--- src/rtl/ex_operand_stage_if.sv ---
// rtl/ex_operand_stage_if.sv - ID/EX operand stage bus: decode inputs, hazard inputs, EX outputs
// Ports (signals):
//   id_*            decoded instruction fields presented by the decode stage
//   flush           squash the decode instruction (taken branch)
//   exmem_*/memwb_* destination info of the instructions now in MEM and WB
//   stall           hold PC and IF/ID
//   ex_*            registered EX-stage operands, control and forwarding selects
// Modports: master drives the decode/hazard side, slave is the operand stage.
interface ex_operand_stage_if #(
    parameter int WIDTH = 64,
    parameter int REGW  = 5
);
    logic             id_valid;
    logic [REGW-1:0]  id_rn;
    logic [REGW-1:0]  id_rm;
    logic [REGW-1:0]  id_rd;
    logic             id_use_rn;
    logic             id_use_rm;
    logic             id_use_imm;
    logic [WIDTH-1:0] id_rn_data;
    logic [WIDTH-1:0] id_rm_data;
    logic [WIDTH-1:0] id_imm;
    logic             id_reg_write;
    logic             id_mem_read;
    logic             flush;
    logic [REGW-1:0]  exmem_rd;
    logic             exmem_reg_write;
    logic [REGW-1:0]  memwb_rd;
    logic             memwb_reg_write;
    logic [WIDTH-1:0] memwb_wdata;
    logic             stall;
    logic             ex_valid;
    logic [WIDTH-1:0] ex_rn_data;
    logic [WIDTH-1:0] ex_rm_data;
    logic [WIDTH-1:0] ex_imm;
    logic [REGW-1:0]  ex_rd;
    logic             ex_reg_write;
    logic             ex_mem_read;
    logic [1:0]       ex_a_sel;
    logic [1:0]       ex_b_sel;

    modport master (
        output id_valid, id_rn, id_rm, id_rd, id_use_rn, id_use_rm, id_use_imm,
               id_rn_data, id_rm_data, id_imm, id_reg_write, id_mem_read, flush,
               exmem_rd, exmem_reg_write, memwb_rd, memwb_reg_write, memwb_wdata,
        input  stall, ex_valid, ex_rn_data, ex_rm_data, ex_imm, ex_rd,
               ex_reg_write, ex_mem_read, ex_a_sel, ex_b_sel
    );

    modport slave (
        input  id_valid, id_rn, id_rm, id_rd, id_use_rn, id_use_rm, id_use_imm,
               id_rn_data, id_rm_data, id_imm, id_reg_write, id_mem_read, flush,
               exmem_rd, exmem_reg_write, memwb_rd, memwb_reg_write, memwb_wdata,
        output stall, ex_valid, ex_rn_data, ex_rm_data, ex_imm, ex_rd,
               ex_reg_write, ex_mem_read, ex_a_sel, ex_b_sel
    );
endinterface

--- src/rtl/ex_operand_stage.sv ---
// rtl/ex_operand_stage.sv - ID/EX pipeline register with forwarding selects and load-use stall
// Ports:
//   clk    rising-edge clock
//   reset  synchronous active-high reset
//   bus    ex_operand_stage_if.slave: decode fields in, stall and EX-stage registers out
// Select encoding: 00 register value, 01 EX/MEM result, 10 MEM/WB data, 11 immediate (B only).
module ex_operand_stage #(
    parameter int WIDTH    = 64,
    parameter int REGW     = 5,
    parameter int ZERO_REG = 31
) (
    input  logic               clk,
    input  logic               reset,
    ex_operand_stage_if.slave  bus
);
    localparam logic [REGW-1:0] ZR = REGW'(ZERO_REG);

    localparam logic [1:0] SEL_REG = 2'b00;
    localparam logic [1:0] SEL_EXM = 2'b01;
    localparam logic [1:0] SEL_MWB = 2'b10;
    localparam logic [1:0] SEL_IMM = 2'b11;

    logic             ex_valid_q;
    logic [WIDTH-1:0] ex_rn_data_q, ex_rn_data_d;
    logic [WIDTH-1:0] ex_rm_data_q, ex_rm_data_d;
    logic [WIDTH-1:0] ex_imm_q;
    logic [REGW-1:0]  ex_rd_q;
    logic             ex_reg_write_q;
    logic             ex_mem_read_q;
    logic [1:0]       ex_a_sel_q, ex_a_sel_d;
    logic [1:0]       ex_b_sel_q, ex_b_sel_d;

    logic ex_prod;   // current EX instruction will produce a forwardable result
    logic mem_prod;  // current MEM instruction will produce a forwardable result
    logic wb_prod;   // WB is writing a real register this cycle
    logic stall_c;

    // A producer writing ZERO_REG is excluded here, which also keeps ZERO_REG
    // sources from ever matching.
    assign ex_prod  = ex_valid_q & ex_reg_write_q & (ex_rd_q != ZR);
    assign mem_prod = bus.exmem_reg_write & (bus.exmem_rd != ZR);
    assign wb_prod  = bus.memwb_reg_write & (bus.memwb_rd != ZR);

    assign stall_c = bus.id_valid & ex_prod & ex_mem_read_q
                   & ((bus.id_use_rn & (ex_rd_q == bus.id_rn))
                    | (bus.id_use_rm & ~bus.id_use_imm & (ex_rd_q == bus.id_rm)))
                   & ~bus.flush & ~reset;

    always_comb begin
        ex_a_sel_d   = SEL_REG;
        ex_b_sel_d   = SEL_REG;
        ex_rn_data_d = bus.id_rn_data;
        ex_rm_data_d = bus.id_rm_data;

        // Newer producer (EX) is checked first so it wins over MEM.
        if (bus.id_use_rn) begin
            if (ex_prod && ex_rd_q == bus.id_rn)
                ex_a_sel_d = SEL_EXM;
            else if (mem_prod && bus.exmem_rd == bus.id_rn)
                ex_a_sel_d = SEL_MWB;
        end

        if (bus.id_use_imm)
            ex_b_sel_d = SEL_IMM;
        else if (bus.id_use_rm) begin
            if (ex_prod && ex_rd_q == bus.id_rm)
                ex_b_sel_d = SEL_EXM;
            else if (mem_prod && bus.exmem_rd == bus.id_rm)
                ex_b_sel_d = SEL_MWB;
        end

        // The register file is read before WB writes it this cycle, so the
        // value being written is captured instead.
        if (wb_prod && bus.memwb_rd == bus.id_rn)
            ex_rn_data_d = bus.memwb_wdata;
        if (wb_prod && bus.memwb_rd == bus.id_rm)
            ex_rm_data_d = bus.memwb_wdata;
    end

    always_ff @(posedge clk) begin
        if (reset) begin
            ex_valid_q     <= 1'b0;
            ex_rn_data_q   <= '0;
            ex_rm_data_q   <= '0;
            ex_imm_q       <= '0;
            ex_rd_q        <= '0;
            ex_reg_write_q <= 1'b0;
            ex_mem_read_q  <= 1'b0;
            ex_a_sel_q     <= SEL_REG;
            ex_b_sel_q     <= SEL_REG;
        end else if (bus.flush || stall_c) begin
            // Bubble: data registers are don't-care and left untouched.
            ex_valid_q     <= 1'b0;
            ex_reg_write_q <= 1'b0;
            ex_mem_read_q  <= 1'b0;
            ex_a_sel_q     <= SEL_REG;
            ex_b_sel_q     <= SEL_REG;
        end else begin
            ex_valid_q     <= bus.id_valid;
            ex_rn_data_q   <= ex_rn_data_d;
            ex_rm_data_q   <= ex_rm_data_d;
            ex_imm_q       <= bus.id_imm;
            ex_rd_q        <= bus.id_rd;
            ex_reg_write_q <= bus.id_valid & bus.id_reg_write;
            ex_mem_read_q  <= bus.id_valid & bus.id_mem_read;
            ex_a_sel_q     <= ex_a_sel_d;
            ex_b_sel_q     <= ex_b_sel_d;
        end
    end

    assign bus.stall        = stall_c;
    assign bus.ex_valid     = ex_valid_q;
    assign bus.ex_rn_data   = ex_rn_data_q;
    assign bus.ex_rm_data   = ex_rm_data_q;
    assign bus.ex_imm       = ex_imm_q;
    assign bus.ex_rd        = ex_rd_q;
    assign bus.ex_reg_write = ex_reg_write_q;
    assign bus.ex_mem_read  = ex_mem_read_q;
    assign bus.ex_a_sel     = ex_a_sel_q;
    assign bus.ex_b_sel     = ex_b_sel_q;
endmodule

--- src/flat_wrapper.sv ---
// flat-port wrapper written by rule: the top's interface ports become plain ports
module ex_operand_stage_flat 
#(
    parameter int WIDTH    = 64,
    parameter int REGW     = 5,
    parameter int ZERO_REG = 31
)
  (clk, reset, bus_id_valid, bus_id_rn, bus_id_rm, bus_id_rd, bus_id_use_rn, bus_id_use_rm, bus_id_use_imm, bus_id_rn_data, bus_id_rm_data, bus_id_imm, bus_id_reg_write, bus_id_mem_read, bus_flush, bus_exmem_rd, bus_exmem_reg_write, bus_memwb_rd, bus_memwb_reg_write, bus_memwb_wdata, bus_stall, bus_ex_valid, bus_ex_rn_data, bus_ex_rm_data, bus_ex_imm, bus_ex_rd, bus_ex_reg_write, bus_ex_mem_read, bus_ex_a_sel, bus_ex_b_sel);
  ex_operand_stage_if #(.WIDTH(WIDTH), .REGW(REGW)) bus_i ();
  input  logic clk;
  input  logic reset;
  input wire logic [$bits(bus_i.id_valid)-1:0] bus_id_valid;
  input wire logic [$bits(bus_i.id_rn)-1:0] bus_id_rn;
  input wire logic [$bits(bus_i.id_rm)-1:0] bus_id_rm;
  input wire logic [$bits(bus_i.id_rd)-1:0] bus_id_rd;
  input wire logic [$bits(bus_i.id_use_rn)-1:0] bus_id_use_rn;
  input wire logic [$bits(bus_i.id_use_rm)-1:0] bus_id_use_rm;
  input wire logic [$bits(bus_i.id_use_imm)-1:0] bus_id_use_imm;
  input wire logic [$bits(bus_i.id_rn_data)-1:0] bus_id_rn_data;
  input wire logic [$bits(bus_i.id_rm_data)-1:0] bus_id_rm_data;
  input wire logic [$bits(bus_i.id_imm)-1:0] bus_id_imm;
  input wire logic [$bits(bus_i.id_reg_write)-1:0] bus_id_reg_write;
  input wire logic [$bits(bus_i.id_mem_read)-1:0] bus_id_mem_read;
  input wire logic [$bits(bus_i.flush)-1:0] bus_flush;
  input wire logic [$bits(bus_i.exmem_rd)-1:0] bus_exmem_rd;
  input wire logic [$bits(bus_i.exmem_reg_write)-1:0] bus_exmem_reg_write;
  input wire logic [$bits(bus_i.memwb_rd)-1:0] bus_memwb_rd;
  input wire logic [$bits(bus_i.memwb_reg_write)-1:0] bus_memwb_reg_write;
  input wire logic [$bits(bus_i.memwb_wdata)-1:0] bus_memwb_wdata;
  output wire logic [$bits(bus_i.stall)-1:0] bus_stall;
  output wire logic [$bits(bus_i.ex_valid)-1:0] bus_ex_valid;
  output wire logic [$bits(bus_i.ex_rn_data)-1:0] bus_ex_rn_data;
  output wire logic [$bits(bus_i.ex_rm_data)-1:0] bus_ex_rm_data;
  output wire logic [$bits(bus_i.ex_imm)-1:0] bus_ex_imm;
  output wire logic [$bits(bus_i.ex_rd)-1:0] bus_ex_rd;
  output wire logic [$bits(bus_i.ex_reg_write)-1:0] bus_ex_reg_write;
  output wire logic [$bits(bus_i.ex_mem_read)-1:0] bus_ex_mem_read;
  output wire logic [$bits(bus_i.ex_a_sel)-1:0] bus_ex_a_sel;
  output wire logic [$bits(bus_i.ex_b_sel)-1:0] bus_ex_b_sel;
  assign bus_i.id_valid = bus_id_valid;
  assign bus_i.id_rn = bus_id_rn;
  assign bus_i.id_rm = bus_id_rm;
  assign bus_i.id_rd = bus_id_rd;
  assign bus_i.id_use_rn = bus_id_use_rn;
  assign bus_i.id_use_rm = bus_id_use_rm;
  assign bus_i.id_use_imm = bus_id_use_imm;
  assign bus_i.id_rn_data = bus_id_rn_data;
  assign bus_i.id_rm_data = bus_id_rm_data;
  assign bus_i.id_imm = bus_id_imm;
  assign bus_i.id_reg_write = bus_id_reg_write;
  assign bus_i.id_mem_read = bus_id_mem_read;
  assign bus_i.flush = bus_flush;
  assign bus_i.exmem_rd = bus_exmem_rd;
  assign bus_i.exmem_reg_write = bus_exmem_reg_write;
  assign bus_i.memwb_rd = bus_memwb_rd;
  assign bus_i.memwb_reg_write = bus_memwb_reg_write;
  assign bus_i.memwb_wdata = bus_memwb_wdata;
  assign bus_stall = bus_i.stall;
  assign bus_ex_valid = bus_i.ex_valid;
  assign bus_ex_rn_data = bus_i.ex_rn_data;
  assign bus_ex_rm_data = bus_i.ex_rm_data;
  assign bus_ex_imm = bus_i.ex_imm;
  assign bus_ex_rd = bus_i.ex_rd;
  assign bus_ex_reg_write = bus_i.ex_reg_write;
  assign bus_ex_mem_read = bus_i.ex_mem_read;
  assign bus_ex_a_sel = bus_i.ex_a_sel;
  assign bus_ex_b_sel = bus_i.ex_b_sel;
  ex_operand_stage #(.WIDTH(WIDTH), .REGW(REGW), .ZERO_REG(ZERO_REG)) u_core (.clk(clk), .reset(reset), .bus(bus_i));
endmodule
--- config.mk ---
export PLATFORM = sky130hd
export DESIGN_NAME = ex_operand_stage_flat
export DESIGN_NICKNAME = d
export VERILOG_FILES = /design/src/rtl/ex_operand_stage_if.sv /design/src/rtl/ex_operand_stage.sv /design/src/flat_wrapper.sv
export SDC_FILE = /design/constraint.sdc
export NUM_CORES = 1
export LEC_CHECK = 0
export BUFFER_PORTS_ARGS = -buffer_cell sky130_fd_sc_hd__clkbuf_2
export CORE_AREA = 2 2 192 194
export DETAILED_ROUTE_END_ITERATION = 7
export DIE_AREA = 0 0 194 196
export SKIP_LAST_GASP = 1
export SYNTH_ARGS = -nofsm -noshare
export SYNTH_HDL_FRONTEND = slang
export SYNTH_SLANG_ARGS = --single-unit
--- constraint.sdc ---
create_clock -name clk -period 3.5 [get_ports clk]
set_clock_uncertainty 0.15 [all_clocks]
set_input_delay 0 -clock clk [delete_from_list [all_inputs] [get_ports clk]]
set_output_delay 0 -clock clk [all_outputs]
set_load 0.05 [all_outputs]
==> results of run 1 <==
## through the flow
step,utilization (%),instance area [um^2]
after detailed placement,34.79,12550
after global placement,34.79,12550
after floorplan,-,9818
## kinds of logic after synthesis
kind of cell | count (synthesis) | synth area share, %
multiplexers | 128 | 13.05
AO/OA/AOI/OAI | 403 | 20.77
XOR/XNOR | 26 | 2.319
AND/OR/NAND/NOR | 238 | 16.66
buffers and inverters | 125 | 5.607
flip-flops | 204 | 41.60
==> impl_summary.log, run 1 <==
[metrics] error message: [ERROR RSZ-0060] Max buffer count reached.
[metrics] Placed Cells: 1,983
[metrics] CTS Buf Count: 25
[metrics] number of gates resized after cts: 0
[metrics] number of buffers inserted for hold repair after clock tree synthesis: 406
[metrics] Initial Utilization: 27.21%
[metrics] Die W: 194 um
[metrics] deepest clock path buffer count: 3
[metrics] Halt Stage: clock tree synthesis (4_1_cts)
[metrics] fraction of synthesis flops using an asynchronous set or reset pin: 0%
[metrics] worst setup timing slack at the placement stage: 0.8892 ns
[metrics] netlist area before placement: 9818 um^2
[metrics] net count of the mapped netlist: 1,416
[metrics] most repeated cell in the gate-level netlist after synthesis: dfxtp_1
[metrics] I/O pins: 497
[metrics] Mean Syn Cell Area: 8.735 um^2
[metrics] HPWL after detailed placement: 25,580 um
[metrics] sequential fraction of the synthesis area: 41.60%
[metrics] count of buffers added by post-CTS timing repair for setup: 0
[metrics] top post-synthesis cells by area: dfxtp_1, mux2i_1, a21oi_1, o21ai_0, or3_1
[metrics] cell count after synthesis: 1,124
[metrics] clock tree sinks: 204
[metrics] EDFF count, synth: 0
[metrics] Unique masters post-synth: 35
[metrics] global placer's final weighted congestion: 0.8090
[metrics] cell chosen for the clock root: clkbuf_16
[metrics] area leader, netlist: dfxtp_1
[metrics] site row count: 70
[metrics] flip-flop cell with the highest count after synthesis: dfxtp_1
[metrics] flip-flop and latch count after synthesis: 204
[metrics] share of the synthesized area in the top cell type: 41.60%
[metrics] H-tree depth: 1
[metrics] vertical extent of the die: 196 um
[metrics] top cell types by occurrence after synthesis: dfxtp_1, a21oi_1, o21ai_0, mux2i_1, or3_1
[metrics] count of buffers inserted at the top-level ports: 496
[metrics] outcome: stopped before the end
[metrics] total of warnings raised by yosys: 0
==> run 2, diff against run 1 <==
- CORE_AREA: 2 2 192 194 -> 2 2 191 193
- DIE_AREA: 0 0 194 196 -> 0 0 193 195
- PLACE_DENSITY_LB_ADDON: default -> 0.15
==> run 2 against run 1 <==
Against the previous run: the flow now finishes, with violations (negative hold slack); synthesized cell count is the same; synthesized area stayed put.
==> impl_summary.log, run 2 <==
[metrics] detailed-router iteration count before antenna repair: 5
[metrics] commonest cells after routing, fill and taps aside: clkbuf_2, dlygate4sd3_1, dfxtp_1, a21oi_1, o21ai_0
[metrics] met2 WL: 19,860 um
[metrics] critical path data arrival time: 3.58 ns
[metrics] netlist area before placement: 9818 um^2 (unchanged)
[metrics] peak ir drop on the vdd network: 299.4 uV
[metrics] # fillers: 3,371
[metrics] violations in the final reports: negative hold slack
[metrics] Layout Nets: 2,222
[metrics] worst min path class: in2reg
[metrics] cell count after synthesis: 1,124 (unchanged)
[metrics] number of endpoints failing setup at the final stage: 0
[metrics] count of endpoints failing hold in the final timing report: 1
[metrics] area enclosed by the die boundary: 37,640 um^2
[metrics] max capacitance violation total: 0
[metrics] via count of the first global-routing pass: 11.69k
[metrics] total via count in the routed design: 11.63k
[metrics] final instance area: 17,390 um^2
[metrics] critical path launch point type: primary input
[metrics] area leader, netlist: dfxtp_1 (unchanged)
[metrics] all-layer global routing usage: 20.65%
[metrics] Mean Syn Cell Area: 8.735 um^2 (unchanged)
[metrics] met1 wire length: 16,370 um
[metrics] maximum clock rate: 0.3038 GHz
[metrics] Initial Utilization: 27.74% (was 27.21%)
[metrics] leakage power of the design: 8.402 nW
[metrics] EDFF count, synth: 0 (unchanged)
[metrics] H-tree depth: 1 (unchanged)
[metrics] number of remaining DRC errors: 0
[metrics] Worst-Skew Late Latency: 0.53 ns
[metrics] clock tree sinks: 204 (unchanged)
[metrics] clock tree from TritonCTS: done
[metrics] worst-margin pin slew: 1.062 ns
[metrics] min cycle time layout: 3.292 ns
[metrics] count of buffers added by post-CTS timing repair for setup: 0 (unchanged)
[metrics] clk slew on worst S/H paths: 0.06 ns
[metrics] deepest clock path buffer count: 3 (unchanged)
[metrics] final worst-path cycle share: 94.04%
[metrics] vertical extent of the die: 195 um (was 196 um)
[metrics] endpoint kind of the worst setup timing path: register
[metrics] CP peak stage delay: 0.59 ns
[metrics] count of routing violations after the opening detailed-route iteration: 463
[metrics] met3 routed WL: 3445 um
[metrics] area of placed instances: 12,530 um^2 (was 12,550 um^2)
[metrics] net count of the mapped netlist: 1,416 (unchanged)
[metrics] cell-by-cell trace of the critical path: dlygate4sd3_1 -> clkbuf_2 -> xnor2_1 -> dlygate4sd3_1 -> nand3_1 -> dlygate4sd3_1 -> nor4_2 -> dlygate4sd3_1 -> nand2_1 -> dlygate4sd3_1 -> nor4b_2
[metrics] count of buffers inserted at the top-level ports: 496 (unchanged)
[metrics] CTS Buf Count: 26 (was 25)
[metrics] most repeated cell in the gate-level netlist after synthesis: dfxtp_1 (unchanged)
[metrics] type of the setup path with the least slack: in2reg
[metrics] share of the synthesized area in the top cell type: 41.60% (unchanged)
[metrics] tightest slew margin relative to the limit: 29.21%
[metrics] sum of overflow across all layers after global routing: 0
[metrics] HPWL after detailed placement: 26,480 um (was 25,580 um)
[metrics] hold slack final: -0.02262 ns
[metrics] layout cells sized above 1: 32.24%
[metrics] most common cell after layout, fill and taps aside: clkbuf_2
[metrics] Unique masters post-synth: 35 (unchanged)
[metrics] global placer's final weighted congestion: 0.8497 (was 0.8090)
[metrics] flip-flop cell with the highest count after synthesis: dfxtp_1 (unchanged)
[metrics] post-layout total power: 7.022 mW
[metrics] areal power density over the cells: 403.8 nW/um^2
[metrics] average routed wire per standard cell: 17.28 um
[metrics] top post-synthesis cells by area: dfxtp_1, mux2i_1, a21oi_1, o21ai_0, or3_1 (unchanged)
[metrics] outcome: complete, but fails checks (was stopped before the end)
[metrics] Syn-to-layout area delta: 77.15%
[metrics] dominant cell type by count on the critical path: dlygate4sd3_1
[metrics] cell chosen for the clock root: clkbuf_16 (unchanged)
[metrics] Die W: 193 um (was 194 um)
[metrics] fraction of synthesis flops using an asynchronous set or reset pin: 0% (unchanged)
[metrics] largest net degree at the start of global routing: 178
[metrics] site row count: 69 (was 70)
[metrics] I/O pins: 497 (unchanged)
[metrics] summed negative setup slack over all endpoints: 0 ns
[metrics] highest metal used: met5
[metrics] flip-flop and latch count after synthesis: 204 (unchanged)
[metrics] top cell types by occurrence after synthesis: dfxtp_1, a21oi_1, o21ai_0, mux2i_1, or3_1 (unchanged)
[metrics] sequential fraction of the synthesis area: 41.60% (unchanged)
[metrics] total core area: 35,400 um^2
[metrics] initial antenna violation count: 2
[metrics] required time of the worst setup path: 3.78 ns
[metrics] maximum fanout count along the critical path: 3
[metrics] total of warnings raised by yosys: 0 (unchanged)
[metrics] final number of max-transition violations: 0
[metrics] unrepaired setup endpoints after global routing: no
[metrics] number of nets still failing antenna checks after routing: 0
[metrics] wire length after detailed routing: 41,640 um
[metrics] vias per cell: 4.825
[metrics] slowest cell on the critical path: dlygate4sd3_1
[metrics] first-pass GRT wire length: 62,410 um
## run 2: cell counts after synthesis
No cell type changed its count.
## run 2: metal layers
layer	up-vias	GRT usage (%)
met5	-	0
met4	2	9.624
met3	113	5.769
met2	414	35.43
met1	5414	23.57
li1	5685	-
## run 2: through the flow
step	instances	setup WS (ns)	util (%)	hold WS, ns
2_1_floorplan	1124	0.9186	-	-0.004080
3_3_place_gp	1972	0.8994	35.39	0.08692
3_5_place_dp	1972	0.8259	35.39	0.07977
4_1_cts	2408	0.02610	49.05	0.003868
5_1_grt	2410	0.05513	49.14	0.04105
6_report	2410	0.2085	49.14	-0.02262
## run 2: final timing paths
check | slack [ns] | endpoint | cells past startpoint | start
setup / recovery | 0.21 | u_core.bus.ex_a_sel[1] | 11 | bus_exmem_rd[2]
hold / removal | -0.02 | u_core.bus.ex_rn_data[62] | 4 | bus_id_rn_data[62]
setup reg to reg | 0.22 | u_core.bus.ex_imm[62] | 8 | u_core.bus.ex_rd[0]
hold reg to reg | 0.32 | u_core.bus.ex_rn_data[22] | 2 | u_core.bus.ex_rn_data[22]
## run 2: layout make-up
class	count	area (um^2)	share of cell area, %
repair buffers	901	6576	37.81
multi-input cells	796	5219	30.01
flip-flops and latches	204	4084	23.48
clock buffers	38	787.0	4.525
well taps	461	576.8	3.316
clock inverters	8	143.9	0.8273
inverters	1	3.754	0.02158
diodes	1	2.502	0.01439
## run 2: critical path, delay by kind of cell
family | cells | cell delay [ns]
xor+xnor | 1 | 0.12
simple gates | 4 | 0.49
buf+inv | 6 | 2.97
## run 2: report_power, final
group          leakage, nW  switching (mW)  internal (mW)
combinational         6.26           0.916          0.694
sequential            1.68          0.0666           2.45
clock                0.460            1.05           1.84
total                 8.40            2.03           4.99
## run 2: timing repair
action | in CTS | in global routing
hold buffers | 390 | 0
endpoints found under the setup margin | 0 | 2
gates resized for setup | 0 | 3
hold endpoints to repair | 204 | 0
## run 2: cell families after synthesis
family / synth area share [%]
flops: 41.60
xor+xnor: 2.319
mux: 13.05
compound gates: 20.77
simple gates: 16.66
buf+inv: 5.607
Note: power is estimated with default switching activity, not from simulation.
==> run 3, diff against run 2 <==
--- a/constraint.sdc
+++ b/constraint.sdc
@@ -4,2 +4,2 @@
 set_output_delay 0 -clock clk [all_outputs]
-set_load 0.05 [all_outputs]
+set_load 0.01 [all_outputs]
==> run 3 against run 2 <==
Against the previous run: the run now ends clean; total power fell by 9.0%; sequential power barely moved; flip-flop and latch count did not move; first-iteration DRC count rose by 9.1%; cell count fell by 0.41%; routed wire length rose by 0.74%; die area did not move; critical path depth fell by 3; cell area fell by 1.1%; critical path type is now reg2reg.
==> impl_summary.log, run 3 (synthesis results as in run 2) <==
[metrics] outcome: finished clean (was complete, but fails checks)
[metrics] count of endpoints failing hold in the final timing report: 0 (was 1)
[metrics] most common cell after layout, fill and taps aside: clkbuf_2 (unchanged)
[metrics] Worst-Skew Late Latency: 0.52 ns (was 0.53 ns)
[metrics] post-layout util: 48.61% (was 49.14%)
[metrics] clk slew on worst S/H paths: 0.06 ns (about the same)
[metrics] count of buffers added by post-CTS timing repair for setup: 0 (unchanged)
[metrics] count of routing violations after the opening detailed-route iteration: 505 (was 463)
[metrics] vertical extent of the die: 195 um (unchanged)
[metrics] area enclosed by the die boundary: 37,640 um^2 (unchanged)
[metrics] number of endpoints failing setup at the final stage: 0 (unchanged)
[metrics] cell chosen for the clock root: clkbuf_16 (unchanged)
[metrics] worst r2r path cells: 8 (unchanged)
[metrics] average routed wire per standard cell: 17.48 um (was 17.28 um)
[metrics] required time of the worst setup path: 3.76 ns (was 3.78 ns)
[metrics] initial antenna violation count: 0 (was 2)
[metrics] final worst-path cycle share: 92.01% (was 94.04%)
[metrics] areal power density over the cells: 371.5 nW/um^2 (was 403.8 nW/um^2)
[metrics] unrepaired setup endpoints after global routing: no (unchanged)
[metrics] worst min path class: in2reg (unchanged)
[metrics] number of remaining DRC errors: 0 (unchanged)
[metrics] site row count: 69 (unchanged)
[metrics] # diodes: 0 (was 1)
[metrics] worst reg2reg path endpoint: u_core.bus.ex_rd[0] (was u_core.bus.ex_imm[62])
[metrics] HPWL after detailed placement: 26,520 um (was 26,480 um)
[metrics] summed negative setup slack over all endpoints: 0 ns (unchanged)
[metrics] min cycle time layout: 3.220 ns (was 3.292 ns)
[metrics] sum of overflow across all layers after global routing: 0 (unchanged)
[metrics] met2 WL: 20,490 um (was 19,860 um)
[metrics] clock tree sinks: 204 (unchanged)
[metrics] CP peak stage delay: 0.60 ns (was 0.59 ns)
[metrics] clock tree from TritonCTS: done (unchanged)
[metrics] commonest cells after routing, fill and taps aside: clkbuf_2, dlygate4sd3_1, dfxtp_1, a21oi_1, o21ai_0 (unchanged)
[metrics] number of nets still failing antenna checks after routing: 0 (unchanged)
[metrics] max capacitance violation total: 0 (unchanged)
[metrics] beginning of the worst hold path: bus_id_rm[2] (was bus_id_rn_data[62])
[metrics] cell-by-cell trace of the critical path: nor2b_1 -> a2111o_1 -> nor4_1 -> o21a_4 -> buf_4 -> or3b_2 -> a21oi_1 -> dlygate4sd3_1 (was dlygate4sd3_1 -> clkbuf_2 -> xnor2_1 -> dlygate4sd3_1 -> nand3_1 -> dlygate4sd3_1 -> nor4_2 -> dlygate4sd3_1 -> nand2_1 -> dlygate4sd3_1 -> nor4b_2)
[metrics] Placed Cells: 1,972 (unchanged)
[metrics] Die W: 193 um (unchanged)
[metrics] slack of the worst reg-to-reg path: 0.28 ns (was 0.22 ns)
[metrics] first-pass GRT wire length: 62,830 um (was 62,410 um)
[metrics] total core area: 35,400 um^2 (unchanged)
[metrics] tightest slew margin relative to the limit: 28.42% (was 29.21%)
[metrics] global placer's final weighted congestion: 0.8496 (was 0.8497)
[metrics] met1 wire length: 17,000 um (was 16,370 um)
[metrics] Syn-to-layout area delta: 75.25% (was 77.15%)
[metrics] type of the setup path with the least slack: reg2reg (was in2reg)
[metrics] maximum clock rate: 0.3105 GHz (was 0.3038 GHz)
[metrics] total via count in the routed design: 11.60k (was 11.63k)
[metrics] all-layer global routing usage: 20.74% (was 20.65%)
[metrics] peak ir drop on the vdd network: 290.8 uV (was 299.4 uV)
[metrics] worst hold path depth: 6 (was 4)
[metrics] layout cells sized above 1: 32.03% (was 32.24%)
[metrics] deepest clock path buffer count: 3 (unchanged)
[metrics] CTS Buf Count: 25 (was 26)
[metrics] hold slack final: 0.08750 ns (was -0.02262 ns)
[metrics] highest metal used: met4 (was met5)
[metrics] post-layout total power: 6.392 mW (was 7.022 mW)
[metrics] slowest cell on the critical path: dlygate4sd3_1 (unchanged)
[metrics] met3 routed WL: 3177 um (was 3445 um)
[metrics] worst-margin pin slew: 1.074 ns (was 1.062 ns)
[metrics] maximum fanout count along the critical path: 49 (was 3)
[metrics] leakage power of the design: 8.356 nW (was 8.402 nW)
[metrics] H-tree depth: 1 (unchanged)
[metrics] launch point of the worst reg-to-reg path: u_core.bus.ex_rd[0] (unchanged)
[metrics] number of buffers inserted for hold repair after clock tree synthesis: 384 (was 390)
[metrics] wire length after detailed routing: 41,950 um (was 41,640 um)
[metrics] I/O pins: 497 (unchanged)
[metrics] end point of the most critical hold path: u_core.bus.ex_b_sel[0] (was u_core.bus.ex_rn_data[62])
[metrics] Layout Nets: 2,214 (was 2,222)
[metrics] via count of the first global-routing pass: 11.77k (was 11.69k)
[metrics] detailed-router iteration count before antenna repair: 4 (was 5)
[metrics] count of buffers inserted at the top-level ports: 496 (unchanged)
[metrics] endpoint kind of the worst setup timing path: register (unchanged)
[metrics] final number of max-transition violations: 0 (unchanged)
[metrics] critical path launch point type: register (was primary input)
[metrics] non-filler instance count after layout: 2,400 (was 2,410)
[metrics] Initial Utilization: 27.74% (unchanged)
[metrics] number of gates resized after cts: 0 (unchanged)
[metrics] largest net degree at the start of global routing: 178 (unchanged)
[metrics] critical path data arrival time: 3.48 ns (was 3.58 ns)
[metrics] vias per cell: 4.834 (was 4.825)
## run 3: cell types whose count changed in the layout (fill, tap and decap cells not counted), moves of 2 or more
cell	delta
nor4_1	+2
nor4_2	-2
clkbuf_16	-2
clkinvlp_4	+2
dlygate4sd3_1	-6
bufinv_16	-2
## run 3: layout make-up
cell class	count	area, um^2
Timing Repair Buffer	895	6516
Clock buffer	37	740.7
Tap cell	461	576.8
Inverter	1	3.754
Multi-Input combinational cell	795	5191
Fill cell	3418	18190
Clock inverter	7	93.84
Sequential cell	204	4084
## run 3: how the worst max path moves through the flow
| stage | start | endpoint | slack (ns) | cells past startpoint |
|---|---|---|---|---|
| after floorplan | u_core.bus.ex_rd[1] | u_core.bus.ex_imm[0] | 1.28 | 9 |
| after global placement | u_core.bus.ex_rd[0] | u_core.bus.ex_imm[5] | 0.90 | 7 |
| after detailed placement | u_core.bus.ex_rd[0] | u_core.bus.ex_imm[9] | 0.82 | 7 |
| after CTS | u_core.bus.ex_rd[0] | u_core.bus.ex_rd[0] | 0.29 | 8 |
| after global routing | u_core.bus.ex_rd[0] | u_core.bus.ex_rd[0] | 0.09 | 8 |
| final | u_core.bus.ex_rd[0] | u_core.bus.ex_rd[0] | 0.28 | 8 |
## run 3: power breakdown
| group | switching, mW | internal (mW) |
|---|---|---|
| sequential | 0.0668 | 2.45 |
| clock | 1.05 | 1.60 |
| combinational | 0.528 | 0.690 |
| total | 1.65 | 4.75 |
## run 3: per-stage QoR
| stage | worst slack [ns] | cell area [um^2] |
|---|---|---|
| 4_1_cts | 0.2876 | 17210 |
| 3_3_place_gp | 0.8994 | 12530 |
| 2_1_floorplan | 1.275 | 9818 |
| 3_5_place_dp | 0.8206 | 12530 |
| 5_1_grt | 0.09316 | 17210 |
| 6_report | 0.2797 | 17210 |
## run 3: critical path, delay by kind of cell, from the launching register on
family	cells	cell delay (ns)
AND/OR/NAND/NOR	3	0.61
AO/OA/AOI/OAI	3	0.86
flip-flops	1	0.43
buffers and inverters	2	1.03
## run 3: per-layer routing
layer | GRT usage, % | vias to the layer above
met2 | 36.65 | 380
met5 | 0 | -
met1 | 24.17 | 5471
li1 | - | 5671
met4 | 6.874 | 0
met3 | 5.320 | 80
